**config.mk**
```make
export PLATFORM = sky130hd
export DESIGN_NAME = pc_unit
export DESIGN_NICKNAME = d
export VERILOG_FILES = /design/src/rtl/pc_pkg.sv /design/src/rtl/pc_ras.sv /design/src/rtl/pc_unit.sv
export SDC_FILE = /design/constraint.sdc
export NUM_CORES = 1
export LEC_CHECK = 0
export ABC_CLOCK_PERIOD_IN_PS = 5100
export CORE_UTILIZATION = 52
export CTS_CLUSTER_SIZE = 24
export DETAILED_ROUTE_END_ITERATION = 16
export GPL_TIMING_DRIVEN = 0
export PLACE_DENSITY = 0.81
export SLEW_MARGIN = 20
export SYNTH_ARGS = -nofsm -noshare
export SYNTH_HDL_FRONTEND = slang
export SYNTH_HIERARCHICAL = 1
export SYNTH_SLANG_ARGS = --single-unit
```
**constraint.sdc**
```tcl
create_clock -name clk -period 5.1 [get_ports clk]
set_clock_uncertainty 0.2 [all_clocks]
set_input_delay 1.02 -clock clk [delete_from_list [all_inputs] [get_ports clk]]
set_output_delay 1.02 -clock clk [all_outputs]
set_load 0.02 [all_outputs]
```
**src/rtl/pc_pkg.sv**
```systemverilog
// Shared types and helpers for the fetch PC unit and its return-address stack.
package pc_pkg;

  typedef enum logic [2:0] {
    SEL_SEQ,
    SEL_RAS,
    SEL_BR,
    SEL_JALR,
    SEL_TRAP
  } pc_sel_e;

  // Pointer width for a stack of `depth` entries; depth is a power of two >= 2.
  function automatic int ras_ptr_w(input int depth);
    return (depth > 1) ? $clog2(depth) : 1;
  endfunction

endpackage

```
**src/rtl/pc_ras.sv**
```systemverilog
// Circular return-address stack: a full push overwrites the oldest entry,
// a pop on empty is ignored, push+pop together replaces the top in place.
module pc_ras
  import pc_pkg::*;
#(
  parameter int DATA_WIDTH = 32,
  parameter int RAS_DEPTH  = 4
) (
  input  logic                  clk,
  input  logic                  reset_n,
  input  logic                  clear,
  input  logic                  push,
  input  logic                  pop,
  input  logic [DATA_WIDTH-1:0] push_data,
  output logic [DATA_WIDTH-1:0] top,
  output logic                  empty
);

  localparam int              PW       = ras_ptr_w(RAS_DEPTH);
  localparam logic [PW:0]     CNT_FULL = (PW + 1)'(RAS_DEPTH);
  localparam logic [PW:0]     CNT_ONE  = (PW + 1)'(1);
  localparam logic [PW-1:0]   PTR_ONE  = PW'(1);

  logic [DATA_WIDTH-1:0] mem_q [RAS_DEPTH];
  logic [PW-1:0]         ptr_q, ptr_d;   // next free slot
  logic [PW:0]           cnt_q, cnt_d;
  logic [PW-1:0]         top_idx;
  logic [PW-1:0]         wr_idx;
  logic                  wr_en;
  logic                  pop_ok;

  assign top_idx = ptr_q - PTR_ONE;
  assign empty   = (cnt_q == '0);
  assign top     = mem_q[top_idx];
  assign pop_ok  = pop & ~empty;

  always_comb begin
    ptr_d  = ptr_q;
    cnt_d  = cnt_q;
    wr_en  = 1'b0;
    wr_idx = ptr_q;
    if (clear) begin
      ptr_d = '0;
      cnt_d = '0;
    end else if (push && pop_ok) begin
      wr_en  = 1'b1;
      wr_idx = top_idx;
    end else if (push) begin
      wr_en = 1'b1;
      ptr_d = ptr_q + PTR_ONE;
      if (cnt_q != CNT_FULL) cnt_d = cnt_q + CNT_ONE;
    end else if (pop_ok) begin
      ptr_d = top_idx;
      cnt_d = cnt_q - CNT_ONE;
    end
  end

  always_ff @(posedge clk or negedge reset_n) begin
    if (!reset_n) begin
      ptr_q <= '0;
      cnt_q <= '0;
    end else begin
      ptr_q <= ptr_d;
      cnt_q <= cnt_d;
    end
  end

  // NOTE: entries are never read while the count says empty, so the storage
  // carries no reset and can map onto plain flops or a register file.
  always_ff @(posedge clk) begin
    if (wr_en) mem_q[wr_idx] <= push_data;
  end

endmodule

```
**src/rtl/pc_unit.sv**
```systemverilog
// Fetch program counter: prioritised next-PC selection (trap, JALR, branch,
// return-address prediction, sequential) with stall and misalignment hold.
module pc_unit
  import pc_pkg::*;
#(
  parameter int                    DATA_WIDTH   = 32,
  parameter logic [DATA_WIDTH-1:0] RESET_VECTOR = '0,
  parameter int                    RAS_DEPTH    = 4,
  parameter int                    C_EXT        = 0
) (
  input  logic                  clk,
  input  logic                  reset_n,
  input  logic                  enable,
  input  logic                  FlushTrap,
  input  logic [DATA_WIDTH-1:0] TrapVector,
  input  logic                  PCSrcE,
  input  logic [DATA_WIDTH-1:0] PCTargetE,
  input  logic                  JALRinstr,
  input  logic [DATA_WIDTH-1:0] ALUResultE,
  input  logic                  CallF,
  input  logic                  RetF,
  input  logic                  HalfF,
  output logic [DATA_WIDTH-1:0] PCF,
  output logic [DATA_WIDTH-1:0] PCPlus4F,
  output logic                  RasHitF,
  output logic                  MisalignE
);

  logic [DATA_WIDTH-1:0] pc_q, pc_d;
  logic [DATA_WIDTH-1:0] jalr_tgt;
  logic [DATA_WIDTH-1:0] exe_tgt;
  logic [DATA_WIDTH-1:0] ras_top;
  logic                  ras_empty;
  logic                  exe_redirect;
  logic                  ras_ok;
  logic                  pc_en;
  pc_sel_e               sel;

  assign PCF      = pc_q;
  assign PCPlus4F = pc_q + (((C_EXT != 0) && HalfF) ? DATA_WIDTH'(2) : DATA_WIDTH'(4));

  assign jalr_tgt     = ALUResultE & ~DATA_WIDTH'(1);
  assign exe_redirect = JALRinstr | PCSrcE;
  assign exe_tgt      = JALRinstr ? jalr_tgt : PCTargetE;
  // Without 16-bit instructions a target with bit 1 set cannot be fetched;
  // hold the PC and let the trap unit redirect.
  assign MisalignE    = (C_EXT == 0) && exe_redirect && exe_tgt[1];

  // NOTE: combinational blocks assign every output a default first so no
  // path through the if/case chain leaves a latch behind.
  always_comb begin
    sel = SEL_SEQ;
    if (FlushTrap)                  sel = SEL_TRAP;
    else if (JALRinstr)             sel = SEL_JALR;
    else if (PCSrcE)                sel = SEL_BR;
    else if (RetF && !ras_empty)    sel = SEL_RAS;
  end

  always_comb begin
    pc_d = PCPlus4F;
    unique case (sel)
      SEL_TRAP: pc_d = TrapVector;
      SEL_JALR: pc_d = jalr_tgt;
      SEL_BR:   pc_d = PCTargetE;
      SEL_RAS:  pc_d = ras_top;
      default:  pc_d = PCPlus4F;
    endcase
  end

  assign RasHitF = (sel == SEL_RAS);
  assign pc_en   = FlushTrap || (enable && !MisalignE);
  assign ras_ok  = enable && !FlushTrap && !exe_redirect;

  // NOTE: state registers use non-blocking assignment so every flop samples
  // the pre-edge values regardless of process ordering.
  always_ff @(posedge clk or negedge reset_n) begin
    if (!reset_n)   pc_q <= RESET_VECTOR;
    else if (pc_en) pc_q <= pc_d;
  end

  pc_ras #(
    .DATA_WIDTH (DATA_WIDTH),
    .RAS_DEPTH  (RAS_DEPTH)
  ) u_ras (
    .clk       (clk),
    .reset_n   (reset_n),
    .clear     (FlushTrap),
    .push      (CallF && ras_ok),
    .pop       (RetF && ras_ok),
    .push_data (PCPlus4F),
    .top       (ras_top),
    .empty     (ras_empty)
  );

endmodule

```
Yosys cells after proc, flatten, opt, wreduce, memory -nomap -nowiden
Memories as Yosys holds them, arrays and structs flattened.
Cells that the tools add are included.
{"block": "totals", "regBits": 37, "ramBits": 128, "input_bits": 105, "out_inout_bits": 66, "elab_cells": 58, "memories": 1}
{"memory": "u_ras.mem_q", "depth": 4, "width": 32, "rd": 1, "rd_ports_with_merged_regs": 0, "write_ports": 1, "line_no": "pc_ras.sv:24", "rtl": "logic [DATA_WIDTH-1:0] mem_q [RAS_DEPTH];"}
{"block": "classes", "addsub": 5, "eq_ne": 7, "mux": 22, "bitwise_logic": 3, "reduce_logical": 17}
{"cell": "$pmux 32 s4", "n": 1}
{"cell": "$add 32x3->32 const B", "n": 1}
{"cell": "$mux 3", "n": 7}
{"cell": "$mux 2", "n": 8}
{"cell": "$logic_and 1x1->1", "n": 8}
{"cell": "$eq 3x2->1 const B", "n": 2}
{"cell": "$mux 1", "n": 6}
{"cell": "$ne 3x3->1 const B", "n": 2}
{"cell": "$logic_not 1->1", "n": 4}
{"cell": "$add 3x1->3 const B", "n": 1}
{"cell": "$eq 3x1->1 const B", "n": 1}
{"cell": "$eq 3x3->1 const B", "n": 1}
{"cell": "$logic_not 3->1", "n": 1}
{"cell": "$reduce_and 3->1", "n": 1}
{"cell": "$reduce_bool 3->1", "n": 1}
{"cell": "$sub 3x1->3 const B", "n": 1}
{"cell": "$add 2x1->2 const B", "n": 1}
{"cell": "$ne 2x2->1 const B", "n": 1}
{"cell": "$reduce_and 2->1", "n": 1}
{"cell": "$sub 2x1->2 const B", "n": 1}
{"cell": "$and 1x1->1", "n": 1}
{"cell": "$logic_or 1x1->1", "n": 1}
{"cell": "$not 1->1", "n": 1}
{"cell": "$or 1x1->1", "n": 1}

Depth between registers and ports, before layout
Gate-level depths: netlist of the first run.
{"block": "logic_depth", "ltp_word": 10, "ltp_mapped": 9, "depth_no_buf": 7}

Hierarchy
The synthesis of the first run kept the hierarchy.
{"module": "pc_ras", "n_inst": 1, "cells_per_inst": 213, "area_each_um2": 5007.3, "seq_area_each_um2": 3968.8}
{"module": "pc_unit", "n_inst": 1, "cells_per_inst": 409, "area_each_um2": 3159.3, "seq_area_each_um2": 800.8}

Least setup slack after synthesis of the first run
Ideal clock, no wire load.
{"block": "synth_path", "path_type": "input to register", "start": "input PCSrcE", "end": "memory u_ras.mem_q[0][0], enable pin", "setup_time_ps": 468, "arrival_ps": 4818, "required_time_ps": 4432, "path_slack_ps": -386, "stages": 7, "n_path_buf": 2, "path_cell_list": "buf_2 -> nor3_1 -> clkbuf_1 -> and3_1 -> o31ai_4 -> xor2_1 -> nor3b_1"}
{"block": "synth_via", "elab_chain_cells": 10, "word_cells_on_any_way": 14, "classes_between": "mux (7); bitwise (2); reduce/logical (5)"}
{"item": "start: declaration", "line_no": "pc_unit.sv:16", "rtl": "input logic PCSrcE,"}
{"item": "$or 1x1->1 (*)", "line_no": "pc_unit.sv:43", "rtl": "assign exe_redirect = JALRinstr | PCSrcE;"}
{"item": "$logic_not 1->1 (*)", "line_no": "pc_unit.sv:72", "rtl": "assign ras_ok = enable && !FlushTrap && !exe_redirect;"}
{"item": "$logic_and 1x1->1 (*)", "line_no": "pc_unit.sv:72"}
{"item": "$logic_and 1x1->1", "line_no": "pc_unit.sv:89", "rtl": ".pop (RetF && ras_ok),"}
{"item": "$and 1x1->1", "line_no": "pc_ras.sv:35", "rtl": "assign pop_ok = pop & ~empty;"}
{"item": "$logic_and 1x1->1", "line_no": "pc_ras.sv:45", "rtl": "end else if (push && pop_ok) begin"}
{"item": "$mux 1", "line_no": "pc_ras.sv:45"}
{"item": "$mux 1", "line_no": "pc_ras.sv:42", "rtl": "if (clear) begin"}
{"item": "$mux 1", "line_no": "pc_ras.sv:71", "rtl": "if (wr_en) mem_q[wr_idx] <= push_data;"}
{"item": "$mux 1 (implied by the code)", "line_no": "pc_ras.sv:71"}
{"item": "end: declaration", "line_no": "pc_ras.sv:24"}
Mark *: on every way between the ends. The rest lies on a longest branch, timed or not.

Worst setup path in the final report of the first run
{"block": "layout_path", "start": "input RetF", "end": "output RasHitF"}
{"block": "layout_via", "elab_chain_cells": 6}
{"item": "start: declaration", "line_no": "pc_unit.sv:21", "rtl": "input logic RetF,"}
{"item": "$logic_and 1x1->1", "line_no": "pc_unit.sv:56", "rtl": "else if (RetF && !ras_empty) sel = SEL_RAS;"}
{"item": "$mux 1", "line_no": "pc_unit.sv:56"}
{"item": "$mux 2", "line_no": "pc_unit.sv:55", "rtl": "else if (PCSrcE) sel = SEL_BR;"}
{"item": "$mux 3", "line_no": "pc_unit.sv:54", "rtl": "else if (JALRinstr) sel = SEL_JALR;"}
{"item": "$mux 3", "line_no": "pc_unit.sv:53", "rtl": "if (FlushTrap) sel = SEL_TRAP;"}
{"item": "$eq 3x1->1", "line_no": "pc_unit.sv:70", "rtl": "assign RasHitF = (sel == SEL_RAS);"}
{"item": "end: declaration", "line_no": "pc_unit.sv:25", "rtl": "output logic RasHitF,"}
No other way between the ends.

==> tab_implementation.tex, run 1 <==
\begin{tabular}{lr}
\hline
Metric & Value \\
\hline
\multicolumn{2}{l}{\textbf{STA}} \\
Final hold violation count & 0 \\
Shortest clock period the worst path allows after layout & 5.002 ns \\
Setup repair after global routing missed its margin & no \\
Final setup violation count & 0 \\
Final sum of negative setup slack & 0 ns \\
Final cycle utilization of the critical path & 98.08\% \\
Crit path setup slack, layout & 0.09796 ns \\
Relative max-transition margin & 40.04\% \\
Worst slew pin tran & 0.8994 ns \\
Worst hold slack across all endpoints & 0.3467 ns \\
Final slew viol count & 0 \\
FMAX & 199.9 MHz \\
\multicolumn{2}{l}{\textbf{Global routing}} \\
Antenna violations before repair & 0 \\
Global-route wire length before repair & 38,430 µm \\
Maximum number of pins on one net before global-route repair & 24 \\
Total global routing overflow & 0 \\
Via count of the first global-routing pass & 6,670 \\
GRT Total Usage & 32.79\% \\
\multicolumn{2}{l}{\textbf{Finish}} \\
Sequential cell area & 4770 µm² \\
Footprint of the multi-input gates & 3161 µm² \\
Proportion of layout cells with a drive suffix above 1 & 13.65\% \\
Area growth from synthesis to final layout & 32.77\% \\
Final core occ & 71.06\% \\
Post-route standard cell area excluding fillers & 10,840 µm² \\
\# diodes & 0 \\
Nets & 922 \\
Cell Count, Final, Fillers Out & 1,039 \\
Fillers & 1,041 \\
\multicolumn{2}{l}{\textbf{Floorplan}} \\
Chip Height & 127.3 µm \\
Row count & 45 \\
Die Footprint & 16,210 µm² \\
Starting Density & 53.52\% \\
Floorplan core area & 15,260 µm² \\
IO Count & 171 \\
Die X & 127.3 µm \\
\multicolumn{2}{l}{\textbf{Routing}} \\
Total wirelength of the detailed-routed design & 25,730 µm \\
Via density & 6.472 \\
Remaining design rule violation count & 0 \\
First drt pass iteration count & 5 \\
Wire length per cell after detailed routing & 24.77 µm \\
Routed Antenna Nets & 0 \\
Via count of the routed design & 6,724 \\
Detailed router's first-iteration violation count & 930 \\
\multicolumn{2}{l}{\textbf{Power and ir drop}} \\
Leak & 3.717 nW \\
Power after layout & 3.615 mW \\
IR drop worst, VDD & 240.8 µV \\
Power Dens Cells & 333.4 nW/µm² \\
\multicolumn{2}{l}{\textbf{Synthesis}} \\
Cell types with the highest counts after synthesis & 128 x edfxtp\_1, 48 x nand2\_1, 38 x o21ai\_0, 37 x dfrtp\_1, 32 x mux4\_2 \\
Most frequently used flop master after synthesis & edfxtp\_1 \\
Avg Cell Area, Syn & 13.13 µm² \\
Synthesized netlist cell count & 622 \\
Cell taking the most area after synthesis & edfxtp\_1 \\
Number of synthesized flops with an enable pin & 128 \\
Largest cells by area after synthesis & edfxtp\_1 47\%, dfrtp\_1 11\%, mux4\_2 8.8\% \\
Net Count, Synth & 729 \\
Most common cell in the netlist & edfxtp\_1 \\
Fraction of synthesis flops using an asynchronous set or reset pin & 22.42\% \\
Warnings, synthesis & 6 \\
Area share of the largest cell type after synthesis & 47.07\% \\
Sequential area share after synthesis & 58.40\% \\
Post-synthesis instance area & 8167 µm² \\
Yosys reg bits & 165 \\
Number of unique standard cell types used by synthesis & 77 \\
\multicolumn{2}{l}{\textbf{Job}} \\
Total of max-cap violations & 0 \\
\multicolumn{2}{l}{\textbf{Clock network}} \\
Buffer depth of the longest clock path & 2 \\
CTS Root Buffer Type & clkbuf\_16 \\
Inserted Clock Buffers & 17 \\
Setup Fix Bufs, Post-CTS & 0 \\
CTS Sinks & 165 \\
Quantity of hold-fixing buffers added after cts & 0 \\
Post\_cts resized & 0 \\
Clock tree from TritonCTS & built \\
Total number of H-tree levels & 4 \\
Clock latency reported for the late side of the worst-skew pair & 0.43 ns \\
Clock transition at the registers of the reported paths & 0.06 ns \\
\multicolumn{2}{l}{\textbf{Critical path}} \\
Max stage delay on crit path & 0.67 ns \\
Kind of cell adding the most delay to the critical path & buffers and inverters \\
Buf/Inv on CP & 4 \\
Crit end category & primary output \\
Worst Setup Start Kind & input pin \\
Cell type of the slowest stage on the worst timing path & clkdlybuf4s50\_1 \\
Maximum fanout along the worst path & 10 \\
Critical path class & input pin to primary output \\
Critical path arrival & 3.78 ns \\
Cells traversed along the worst timing path & clkdlybuf4s50\_1 -> nor2b\_1 -> and2\_1 -> buf\_2 -> buf\_2 -> clkdlybuf4s50\_1 \\
Required time of the critical path & 3.88 ns \\
\multicolumn{2}{l}{\textbf{Hold path}} \\
Kind of path behind the tightest hold check & input pin to async pin \\
\multicolumn{2}{l}{\textbf{Placement}} \\
Post-Place Cells & 1,007 \\
IO Port Bufs & 168 \\
Setup Slack @ Placement & 0.08615 ns \\
Placement-stage cell area & 10,260 µm² \\
Dpl hpwl & 18,470 µm \\
Routability cong. & 0.9676 \\
\multicolumn{2}{l}{\textbf{Outcome}} \\
Outcome & completed \\
\hline
\end{tabular}
## flip-flops by register name, indices dropped and copies added (netlist names)
register,flops
u_ras/cnt_q,3
PCF,32
u_ras/ptr_q,2
u_ras/mem_q,128
## cells in the final DEF, fill, tap and decap left out, types with 8 or more instances in the layout
| cell | Yosys | layout |
|---|---|---|
| nand3_1 | 16 | 16 |
| clkbuf_1 | 20 | 20 |
| o211ai_1 | 10 | 10 |
| xor2_1 | 10 | 10 |
| dfrtp_1 | 37 | 37 |
| clkbuf_16 | 0 | 17 |
| nor3_1 | 12 | 12 |
| buf_2 | 9 | 10 |
| nor2_1 | 31 | 31 |
| edfxtp_1 | 128 | 128 |
| a221o_1 | 8 | 8 |
| a21oi_1 | 23 | 21 |
| nand4_1 | 14 | 14 |
| buf_4 | 8 | 8 |
| o21ai_0 | 38 | 38 |
| clkdlybuf4s50_1 | 0 | 167 |
| inv_1 | 11 | 11 |
| a22oi_1 | 21 | 21 |
| mux4_2 | 32 | 32 |
| nand2_1 | 48 | 48 |
| xnor2_1 | 19 | 19 |
| nand2b_1 | 8 | 8 |
## path summary, 6_finish.rpt
kind	startpoint	endpoint	slack (ns)	depth (start not counted)
min	reset_n	u_ras/ptr_q[1]	0.35	1
max in group asynchronous	reset_n	PCF[18]	3.85	2
max reg2reg	u_ras/ptr_q[1]	u_ras/mem_q[3][17]	2.14	5
min in group clk	PCF[1]	u_ras/mem_q[2][1]	0.42	0
min reg2reg	PCF[1]	u_ras/mem_q[2][1]	0.42	0
max	RetF	RasHitF	0.1	6
## worst reg2reg max path, stage by stage, from the launching register on
cell and delay (ns):
dfrtp_1 0.44, buf_2 0.33, buf_1 0.51, nand3_1 0.26, a21oi_4 0.68, buf_16 0.24
## final cells by class
| cell class | instances | area share [%] |
|---|---|---|
| plain buffers | 45 | 2.123 |
| clock buffers | 17 | 3.923 |
| clock inverters | 15 | 1.419 |
| inverters | 11 | 0.3808 |
| multi-input cells | 401 | 29.15 |
| flip-flops and latches | 165 | 43.99 |
| well taps | 211 | 2.435 |
| repair buffers | 174 | 16.58 |
## power by group
group	switching [mW]	internal, mW	total (mW)	leakage [nW]
logic	0.407	0.333	0.740	1.83
registers	0.0826	1.53	1.61	1.60
clock network	0.538	0.723	1.26	0.278
total	1.03	2.59	3.61	3.72
## layer usage
| layer | vias up | wire length [µm] | part of all wire, % | track usage (%) |
|---|---|---|---|---|
| li1 | 2833 | - | - | - |
| met1 | 3311 | 9526 | 37 | 42.73 |
| met2 | 492 | 12460 | 48 | 52.81 |
| met3 | 88 | 2652 | 10 | 6.533 |
| met4 | 0 | 1097 | 4.3 | 16.32 |
| met5 | - | 0 | 0 | 0 |
## kinds of logic (layout without fill, tap and decap cells)
| group | count (synthesis) | count (layout) | synth area share [%] |
|---|---|---|---|
| AOI/OAI and AO/OA | 148 | 148 | 12.70 |
| xor gates and xnor gates | 29 | 29 | 3.110 |
| adders and majority gates | 2 | 2 | 0.3983 |
| buffers and inverters | 56 | 262 | 3.325 |
| DFF | 165 | 165 | 58.40 |
| muxes | 41 | 41 | 9.974 |
| and+or+nand+nor | 181 | 181 | 12.09 |
Power figures use the tool's default switching activity.
==> run 2: changes to the inputs <==
CORE_MARGIN = 5   (was not set)
==> run 2 against run 1 <==
Net effect:
- combinational power about the same
- global-route usage decreased by 3.0 points
- setup slack improved by 0.036 ns
- final cell count unchanged
- flip-flop and latch count unchanged
==> tab_implementation.tex, run 2 (synthesis gave the netlist of run 1 again) <==
\begin{tabular}{lr}
\hline
Metric & Value \\
\hline
\multicolumn{2}{l}{\textbf{Outcome}} \\
Outcome & completed (unchanged) \\
\multicolumn{2}{l}{\textbf{Clock network}} \\
Setup Fix Bufs, Post-CTS & 0 (unchanged) \\
CTS Root Buffer Type & clkbuf\_16 (unchanged) \\
Total number of H-tree levels & 4 (unchanged) \\
Post\_cts resized & 0 (unchanged) \\
Inserted Clock Buffers & 17 (unchanged) \\
Clock transition at the registers of the reported paths & 0.07 ns (was 0.06 ns) \\
CTS Sinks & 165 (unchanged) \\
Buffer depth of the longest clock path & 2 (unchanged) \\
Clock tree from TritonCTS & built (unchanged) \\
Clock latency reported for the late side of the worst-skew pair & 0.43 ns (about the same) \\
Quantity of hold-fixing buffers added after cts & 0 (unchanged) \\
\multicolumn{2}{l}{\textbf{Critical path}} \\
Depth of the worst register-to-register path & 8 (was 5) \\
Origin of the worst setup path & FlushTrap (was RetF) \\
Maximum fanout along the worst path & 12 (was 10) \\
Required time of the critical path & 3.88 ns (about the same) \\
Critical path class & input pin to primary output (unchanged) \\
Worst Setup Start Kind & input pin (unchanged) \\
Crit end category & primary output (unchanged) \\
Reg2Reg Launch Point & u\_ras/cnt\_q[1] (was u\_ras/ptr\_q[1]) \\
Reg-to-reg critical path endpoint & PCF[1] (was u\_ras/mem\_q[3][17]) \\
End point of the critical path & RasHitF (unchanged) \\
Setup slack, reg-to-reg & 2.17 ns (was 2.14 ns) \\
Critical path arrival & 3.75 ns (was 3.78 ns) \\
\multicolumn{2}{l}{\textbf{Finish}} \\
Largest Register & u\_ras/mem\_q (unchanged) \\
Nets & 922 (unchanged) \\
\# diodes & 0 (unchanged) \\
Number of flip-flops in the largest register & 128 (unchanged) \\
Commonest non-fill, non-tap cell in the layout & clkdlybuf4s50\_1 (unchanged) \\
Area growth from synthesis to final layout & 33.45\% (was 32.77\%) \\
Commonest non-fill, non-tap cells in the layout & 167 x clkdlybuf4s50\_1, 128 x edfxtp\_1, 48 x nand2\_1 (unchanged) \\
Final core occ & 71.16\% (was 71.06\%) \\
Proportion of layout cells with a drive suffix above 1 & 13.65\% (unchanged) \\
\multicolumn{2}{l}{\textbf{STA}} \\
Worst slew pin tran & 0.9160 ns (was 0.8994 ns) \\
Final hold violation count & 0 (unchanged) \\
FMAX & 201.4 MHz (was 199.9 MHz) \\
Final sum of negative setup slack & 0 ns (unchanged) \\
Setup repair after global routing missed its margin & no (unchanged) \\
Shortest clock period the worst path allows after layout & 4.966 ns (was 5.002 ns) \\
Worst hold slack across all endpoints & 0.2831 ns (was 0.3467 ns) \\
Final cycle utilization of the critical path & 97.37\% (was 98.08\%) \\
Final setup violation count & 0 (unchanged) \\
Relative max-transition margin & 38.37\% (was 40.04\%) \\
Final slew viol count & 0 (unchanged) \\
\multicolumn{2}{l}{\textbf{Placement}} \\
IO Port Bufs & 168 (unchanged) \\
Routability cong. & 0.9245 (was 0.9676) \\
Dpl hpwl & 19,130 µm (was 18,470 µm) \\
\multicolumn{2}{l}{\textbf{Routing}} \\
Via count of the routed design & 6,589 (was 6,724) \\
Remaining design rule violation count & 0 (unchanged) \\
M1 wire length & 10,140 µm (was 9526 µm) \\
Via density & 6.342 (was 6.472) \\
Uppermost metal layer occupied by signal nets & met4 (unchanged) \\
First drt pass iteration count & 5 (unchanged) \\
Total wirelength of the detailed-routed design & 26,970 µm (was 25,730 µm) \\
Routed met2 length & 12,860 µm (was 12,460 µm) \\
Length of routed met3 wiring & 3072 µm (was 2652 µm) \\
Detailed router's first-iteration violation count & 943 (was 930) \\
Wire length per cell after detailed routing & 25.95 µm (was 24.77 µm) \\
Routed Antenna Nets & 0 (unchanged) \\
\multicolumn{2}{l}{\textbf{Floorplan}} \\
Starting Density & 53.33\% (was 53.52\%) \\
Floorplan core area & 15,310 µm² (was 15,260 µm²) \\
Chip Height & 135.3 µm (was 127.3 µm) \\
Row count & 45 (unchanged) \\
Die X & 135.3 µm (was 127.3 µm) \\
Die Footprint & 18,310 µm² (was 16,210 µm²) \\
IO Count & 171 (unchanged) \\
\multicolumn{2}{l}{\textbf{Power and ir drop}} \\
Leak & 3.749 nW (was 3.717 nW) \\
IR drop worst, VDD & 282.0 µV (was 240.8 µV) \\
Power after layout & 3.720 mW (was 3.615 mW) \\
Power Dens Cells & 341.3 nW/µm² (was 333.4 nW/µm²) \\
\multicolumn{2}{l}{\textbf{Global routing}} \\
Antenna violations before repair & 0 (unchanged) \\
Maximum number of pins on one net before global-route repair & 27 (was 24) \\
Global-route wire length before repair & 40,310 µm (was 38,430 µm) \\
GRT Total Usage & 29.84\% (was 32.79\%) \\
Total global routing overflow & 0 (unchanged) \\
Via count of the first global-routing pass & 6,728 (was 6,670) \\
\multicolumn{2}{l}{\textbf{Job}} \\
Total of max-cap violations & 0 (unchanged) \\
\multicolumn{2}{l}{\textbf{Hold path}} \\
Kind of path behind the tightest hold check & input pin to async pin (unchanged) \\
\hline
\end{tabular}
==> run 2: changes by cell type in the layout (fill, tap and decap cells not counted), sizes merged <==
cell and delta:
clkbuf +3, bufinv +2, clkinv +1, clkinvlp -2, inv -4
==> run 2: worst min-delay path by stage <==
stage	end	slack [ns]
final	u_ras/ptr_q[1]	0.28
after global routing	u_ras/cnt_q[0]	0.30
after CTS	u_ras/cnt_q[2]	0.28
after detailed placement	u_ras/mem_q[3][0]	0.38
after global placement	u_ras/mem_q[3][0]	0.36
after floorplan	u_ras/cnt_q[1]	0.38
==> run 2: layout make-up <==
type	instances	area, µm²
tap	211	264.0
buffer	45	230.2
sequential	165	4770
timing repair buffer	174	1798
clock inverter	12	177.7
fill	1030	4417
multi-input combinational	401	3161
clock buffer	20	456.7
inverter	11	41.29
==> run 2: power by group <==
group | total, mW | leakage (nW) | switching (mW) | internal [mW]
sequential | 1.61 | 1.60 | 0.0823 | 1.53
clock | 1.37 | 0.310 | 0.521 | 0.845
combinational | 0.739 | 1.83 | 0.406 | 0.333
==> run 2: through the flow <==
stage | instances | setup slack, ns | cell area [µm²]
2_1_floorplan | 622 | 0.1933 | 8172
3_3_place_gp | 1001 | -2.009 | 10120
3_5_place_dp | 1007 | -0.007690 | 10260
4_1_cts | 1039 | 0.1932 | 10900
5_1_grt | 1039 | 0.06072 | 10900
6_report | 1039 | 0.1339 | 10900
==> run 2: worst max-delay path, stage by stage <==
cell             delay, ns
clkdlybuf4s50_1       0.66
nor3_1                0.46
and2_1                0.19
buf_2                 0.32
buf_2                 0.41
clkdlybuf4s50_1       0.68
==> run 2: per-layer routing <==
| metal | global-route usage (%) | up-vias |
|---|---|---|
| met1 | 40.05 | 3216 |
| met2 | 46.93 | 469 |
| met3 | 6.909 | 69 |
| li1 | - | 2835 |
| met5 | 0 | - |
| met4 | 12.93 | 0 |
==> run 3: changes to the inputs <==
CORE_MARGIN = not set   (was 5)
==> results of run 3 <==
Same layout as run 1: the final DEF is identical, and so are final timing and power.
